$ cat src/rtl/cmp_result_queue_if.sv
// Handshake bundle between Compare10, the result queue and its consumer.
// The slave modport is the queue's view; the master modport is the producer/consumer side.
interface cmp_result_queue_if #(
    parameter int TAG_W = 4
);
    logic             in_valid;
    logic             in_ready;
    logic [3:0]       in_fcn;
    logic             in_o;
    logic [TAG_W-1:0] in_tag;
    logic             out_valid;
    logic             out_ready;
    logic             out_res;
    logic [3:0]       out_fcn;
    logic [TAG_W-1:0] out_tag;
    logic             out_ill;

    modport slave (
        input  in_valid, in_fcn, in_o, in_tag, out_ready,
        output in_ready, out_valid, out_res, out_fcn, out_tag, out_ill
    );

    modport master (
        output in_valid, in_fcn, in_o, in_tag, out_ready,
        input  in_ready, out_valid, out_res, out_fcn, out_tag, out_ill
    );
endinterface

$ cat src/rtl/cmp_result_queue.sv
// Result FIFO behind Compare10: tags each result, flags illegal function codes.
// Optional result statistics are enabled by defining CMP_RESULT_QUEUE_STATS_EN.
module cmp_result_queue #(
    parameter int TAG_W = 4,
    parameter int DEPTH = 4,
    parameter int CNT_W = 16
) (
    input  logic                     clk,
    input  logic                     rst_n,
    cmp_result_queue_if.slave        bus,
    input  logic                     clr_err,
    output logic                     err_ill,
    output logic [$clog2(DEPTH):0]   level
`ifdef CMP_RESULT_QUEUE_STATS_EN
    ,
    input  logic                     clr_stats,
    output logic [CNT_W-1:0]         cnt_true,
    output logic [CNT_W-1:0]         cnt_false
`endif
);
    localparam int AW = $clog2(DEPTH);
    localparam int LW = AW + 1;

    // Compare10 function encodings
    localparam logic [3:0] CMP10_ULT = 4'h0;
    localparam logic [3:0] CMP10_ULE = 4'h1;
    localparam logic [3:0] CMP10_SLT = 4'h2;
    localparam logic [3:0] CMP10_SLE = 4'h3;
    localparam logic [3:0] CMP10_EQU = 4'h4;
    localparam logic [3:0] CMP10_UGE = 4'h5;
    localparam logic [3:0] CMP10_UGT = 4'h6;
    localparam logic [3:0] CMP10_SGE = 4'h7;
    localparam logic [3:0] CMP10_SGT = 4'h8;
    localparam logic [3:0] CMP10_NEQ = 4'h9;

    typedef struct packed {
        logic             ill;
        logic             res;
        logic [3:0]       fcn;
        logic [TAG_W-1:0] tag;
    } ent_t;

    ent_t          r_mem [DEPTH];
    logic [AW-1:0] r_wptr;
    logic [AW-1:0] r_rptr;
    logic [LW-1:0] r_level;
    logic          r_err;

    logic w_legal;
    logic w_in_ready;
    logic w_out_valid;
    logic w_push;
    logic w_pop;
    ent_t w_ent;
    ent_t w_head;

    always_comb begin
        w_legal = 1'b0;
        case (bus.in_fcn)
            CMP10_ULT, CMP10_ULE, CMP10_SLT, CMP10_SLE, CMP10_EQU,
            CMP10_UGE, CMP10_UGT, CMP10_SGE, CMP10_SGT, CMP10_NEQ: w_legal = 1'b1;
            default: w_legal = 1'b0;
        endcase
    end

    // Ready/valid come straight from the occupancy register, never from out_ready.
    assign w_in_ready  = (r_level != LW'(DEPTH));
    assign w_out_valid = (r_level != '0);
    assign w_push      = bus.in_valid & w_in_ready;
    assign w_pop       = w_out_valid & bus.out_ready;

    assign w_ent.ill = ~w_legal;
    assign w_ent.res = w_legal & bus.in_o;
    assign w_ent.fcn = bus.in_fcn;
    assign w_ent.tag = bus.in_tag;

    always_ff @(posedge clk) begin
        if (rst_n && w_push)
            r_mem[r_wptr] <= w_ent;
    end

    always_ff @(posedge clk) begin
        if (!rst_n) begin
            r_wptr  <= '0;
            r_rptr  <= '0;
            r_level <= '0;
        end else begin
            if (w_push) r_wptr <= r_wptr + 1'b1;
            if (w_pop)  r_rptr <= r_rptr + 1'b1;
            case ({w_push, w_pop})
                2'b10:   r_level <= r_level + 1'b1;
                2'b01:   r_level <= r_level - 1'b1;
                default: r_level <= r_level;
            endcase
        end
    end

    // A fresh illegal push outranks a clear in the same cycle.
    always_ff @(posedge clk) begin
        if (!rst_n)
            r_err <= 1'b0;
        else if (w_push && !w_legal)
            r_err <= 1'b1;
        else if (clr_err)
            r_err <= 1'b0;
    end

    assign w_head = r_mem[r_rptr];

    assign bus.in_ready  = w_in_ready;
    assign bus.out_valid = w_out_valid;
    assign bus.out_res   = w_out_valid & w_head.res;
    assign bus.out_ill   = w_out_valid & w_head.ill;
    assign bus.out_fcn   = w_out_valid ? w_head.fcn : 4'h0;
    assign bus.out_tag   = w_out_valid ? w_head.tag : '0;
    assign err_ill       = r_err;
    assign level         = r_level;

`ifdef CMP_RESULT_QUEUE_STATS_EN
    logic [CNT_W-1:0] r_cnt_true;
    logic [CNT_W-1:0] r_cnt_false;

    always_ff @(posedge clk) begin
        if (!rst_n || clr_stats) begin
            r_cnt_true  <= '0;
            r_cnt_false <= '0;
        end else if (w_push && w_legal) begin
            if (bus.in_o) begin
                if (r_cnt_true != '1)  r_cnt_true  <= r_cnt_true + 1'b1;
            end else begin
                if (r_cnt_false != '1) r_cnt_false <= r_cnt_false + 1'b1;
            end
        end
    end

    assign cnt_true  = r_cnt_true;
    assign cnt_false = r_cnt_false;
`endif
endmodule

$ cat src/flat_wrapper.sv
// flat-port wrapper written by rule: the top's interface ports become plain ports
module cmp_result_queue_flat 
#(
    parameter int TAG_W = 4,
    parameter int DEPTH = 4,
    parameter int CNT_W = 16
)
  (clk, rst_n, clr_err, err_ill, level, bus_in_valid, bus_in_fcn, bus_in_o, bus_in_tag, bus_out_ready, bus_in_ready, bus_out_valid, bus_out_res, bus_out_fcn, bus_out_tag, bus_out_ill);
  cmp_result_queue_if #(.TAG_W(TAG_W)) bus_i ();
  input  logic clk;
  input  logic rst_n;
  input  logic clr_err;
  output logic err_ill;
  output logic [$clog2(DEPTH):0] level;
  input wire logic [$bits(bus_i.in_valid)-1:0] bus_in_valid;
  input wire logic [$bits(bus_i.in_fcn)-1:0] bus_in_fcn;
  input wire logic [$bits(bus_i.in_o)-1:0] bus_in_o;
  input wire logic [$bits(bus_i.in_tag)-1:0] bus_in_tag;
  input wire logic [$bits(bus_i.out_ready)-1:0] bus_out_ready;
  output wire logic [$bits(bus_i.in_ready)-1:0] bus_in_ready;
  output wire logic [$bits(bus_i.out_valid)-1:0] bus_out_valid;
  output wire logic [$bits(bus_i.out_res)-1:0] bus_out_res;
  output wire logic [$bits(bus_i.out_fcn)-1:0] bus_out_fcn;
  output wire logic [$bits(bus_i.out_tag)-1:0] bus_out_tag;
  output wire logic [$bits(bus_i.out_ill)-1:0] bus_out_ill;
  assign bus_i.in_valid = bus_in_valid;
  assign bus_i.in_fcn = bus_in_fcn;
  assign bus_i.in_o = bus_in_o;
  assign bus_i.in_tag = bus_in_tag;
  assign bus_i.out_ready = bus_out_ready;
  assign bus_in_ready = bus_i.in_ready;
  assign bus_out_valid = bus_i.out_valid;
  assign bus_out_res = bus_i.out_res;
  assign bus_out_fcn = bus_i.out_fcn;
  assign bus_out_tag = bus_i.out_tag;
  assign bus_out_ill = bus_i.out_ill;
  cmp_result_queue #(.TAG_W(TAG_W), .DEPTH(DEPTH), .CNT_W(CNT_W)) u_core (.clk(clk), .rst_n(rst_n), .bus(bus_i), .clr_err(clr_err), .err_ill(err_ill), .level(level));
endmodule
$ cat config.mk
export PLATFORM = sky130hd
export DESIGN_NAME = cmp_result_queue_flat
export DESIGN_NICKNAME = d
export VERILOG_FILES = /design/src/rtl/cmp_result_queue_if.sv /design/src/rtl/cmp_result_queue.sv /design/src/flat_wrapper.sv
export SDC_FILE = /design/constraint.sdc
export NUM_CORES = 1
export LEC_CHECK = 0
export ABC_AREA = 1
export CAP_MARGIN = 30
export CELL_PAD_IN_SITES_DETAIL_PLACEMENT = 0
export CELL_PAD_IN_SITES_GLOBAL_PLACEMENT = 1
export CORE_MARGIN = 4
export CORE_UTILIZATION = 40
export CTS_BUF_LIST = sky130_fd_sc_hd__clkbuf_8
export CTS_CLUSTER_SIZE = 20
export DETAILED_ROUTE_END_ITERATION = 10
export PLACE_DENSITY_LB_ADDON = 0.1
export SYNTH_ARGS = -nofsm -noshare
export SYNTH_HDL_FRONTEND = slang
export SYNTH_SLANG_ARGS = --single-unit
export TNS_END_PERCENT = 10
$ cat constraint.sdc
create_clock -name clk -period 1.4 [get_ports clk]
set_input_delay 0.28 -clock clk [delete_from_list [all_inputs] [get_ports clk]]
set_output_delay 0.28 -clock clk [all_outputs]
set_load 0.03 [all_outputs]
==> results.txt <==
post-synthesis async set-or-reset flop share - 0%
vias in the first global route - 1558
Worst setup SP type - flip-flop
CP Data Required Time - 1.12 ns
post-synthesis cell count - 194
failing checks - setup timing
GPL Wtd Cong - 0.7602
grt ovf - 0
DRC Markers - 0
Post-synth EDFFs - 40
Seq cells post-synth - 50
post-layout minimum cycle time - 1.651 ns
Internal Pwr Total - 3.103 mW
vias - 1515
FMAX - 605.7 MHz
Worst VDD drop - 0.7513 mV
hpwl dp - 3.242 mm
Hold Path Class - reg -> reg
nets - 274
H-tree Lvls - 2
clock power share - 14.9%
RSZ-0062 raised after global routing - yes
Distinct cells, synth - 18
Starting DRT DRC Count - 49
Worst Skew - 0.005933 ns
synthesized area - 0.002102 sq mm
antenna-violating nets left - 0
register area - 0.001418 sq mm
die height - 80.49 um
slew margin rel. - 79.95%
routed wl met3 - 173 um
top cells by count, synth - 49 x nor2_1, 40 x edfxtp_1, 18 x inv_1, 18 x o21ai_1, 15 x a21oi_1
initial antenna violation count - 0
Worst Path Max Fanout - 5
Max Buffers Root-to-Sink - 2
crit path kind - reg -> out
Area Overhead vs Synth - 34.82%
I/O pin total - 30
crit share post-route - 117.9%
clock root cell - clkbuf_8
largest cells by area after synthesis - edfxtp_1 57%, dfxtp_1 9.5%, nor2_1 8.8%
multi-input logic area - 633.1 sq um
wl on met1 - 2.057 mm
CTS tree - done
detailed-route wire length per cell - 14.43 um
layout cell share with drive strength beyond 1 - 29.92%
worst-skew pair later-pin latency - 0.29 ns
CP endpoint kind - primary output
P per Cell Area - 1817 mW/mm^2
Layout fillers - 454
Non-Filler Instances - 324
Highest Signal Layer - met4
n_diodes - 0
leading area contributor after synthesis - edfxtp_1
Setup TNS - -2.554 ns
cell leakage power - 1.108 nW
top-area cell type share of the netlist area - 57.14%
Setup Viol. Count Final - 14
CP arrival - 1.37 ns
drt pass-1 iters - 4
Via density - 4.676
I/O Buffers - 29
max_cap viols - 0
DRT Wirelength - 4.676 mm
pin count of the biggest net entering global routing - 15
die width - 80.49 um
status - finished with violations
Final WS setup - -0.2509 ns
die area - 0.006479 sq mm
Primary FF master, synth - edfxtp_1
synthesized net count - 214
postcts setup bufs - 0
Yosys Warn Count - 0
Sw Pwr - 2.046 mW
global-route wire length before repair - 7.472 mm
Fin. Hold Viols - 0
Pins Over Slew Limit - 0
placed cell count - 315
CTS Buf Count - 5
Seq pwr share - 36.4%
Gate power share - 48.7%
Synth Area per Inst - 10.84 sq um
CTS sink cnt - 50
Core ar. - 0.005107 sq mm
initial cell density of the core - 41.16%
Seq/Total Area, Yosys - 66.67%
gr usage total - 15.67%
Worst-Margin Slew - 0.3019 ns
count leader, synth - nor2_1
met2 WL - 2.371 mm
Worst-path clk slew - 0.09 ns
post-placement setup slack - -0.4810 ns
sw frac - 39.74%
num rows - 26
## power by group through the flow
stage               Clock, mW  Sequential (mW)  Combinational [mW]
floorplan                   0             1.96                1.33
global placement            0             1.88                2.25
detailed placement          0             1.89                2.31
CTS                     0.806             1.87                2.52
global route            0.855             1.89                2.73
finish                  0.768             1.87                2.51
## flip-flops by register name, indices dropped and copies added (netlist names), named ones only
name / cells
u_core.r_mem: 40
u_core.r_rptr: 2
u_core.level: 3
u_core.r_wptr: 2
u_core.err_ill: 1
## cell type report
cell class | count | share of cell area, %
tap | 70 | 3.091
timing repair inverter | 1 | 0.3091
clock buffer | 5 | 2.428
multi-input combinational | 118 | 22.34
sequential | 50 | 50.02
clock inverter | 2 | 0.3974
inverter | 21 | 3.135
timing repair buffer | 57 | 18.28
## repair_timing
item,CTS,global route
gates resized for setup,27,6
setup endpoints to repair,55,41
cloned,2,0
pin swaps,10,5
hold buffers,0,0
## kinds of logic after synthesis
| family | synth area share, % |
|---|---|
| simple gates | 14.11 |
| flops | 66.67 |
| compound gates | 9.345 |
| buf+inv | 5.952 |
| fa+ha+maj | 3.929 |
## placed cells by master, fill, tap and decap left out, types with 3 or more instances in the layout
cell type and n:
buf_6 11, dfxtp_1 5, clkdlybuf4s50_1 12, clkbuf_8 5, a21oi_1 13, inv_2 4
ha_1 4, inv_1 16, buf_4 30, nand3_1 5, o21ai_0 5, nand2_4 3
dfxtp_4 4, nor2_1 45, edfxtp_1 40, o21ai_1 18, nand2_1 12, nor2_2 5
## metal layers
layer | vias up | GRT usage [%]
li1 | 771 | -
met3 | 8 | 3.475
met5 | - | 0
met1 | 706 | 19.40
met2 | 30 | 26.99
met4 | 0 | 5.068
## path summary, 6_finish.rpt
kind / depth (start not counted) / to / slack [ns] / from
max: 6 / bus_out_tag[2] / -0.25 / flip-flop
min: 2 / u_core.err_ill$_SDFFE_PN0P_ / 0.49 / u_core.err_ill$_SDFFE_PN0P_
max reg2reg: 12 / u_core.level[2]$_SDFFE_PN0P_ / -0.20 / u_core.level[0]$_SDFFE_PN0P_
min reg2reg: 2 / u_core.err_ill$_SDFFE_PN0P_ / 0.49 / u_core.err_ill$_SDFFE_PN0P_
## per-stage QoR
stage / total power, mW / cell area (sq um) / hold slack [ns] / utilization, %
floorplan: 3.288 / 2151 / 0.3789 / -
global placement: 4.130 / 2663 / 0.4631 / 52.13
detailed placement: 4.208 / 2663 / 0.4846 / 52.13
CTS: 5.196 / 2815 / 0.4992 / 55.12
global route: 5.471 / 2834 / 0.5298 / 55.49
finish: 5.149 / 2834 / 0.4889 / 55.49
## worst max-delay path: stages, from the launching register on
cell and delay [ns]:
dfxtp_4 0.39, buf_4 0.14, nor2_1 0.05, nor2_1 0.08
o21ai_1 0.08, a21oi_1 0.16, buf_4 0.18
(Power assumes the default switching activity.)
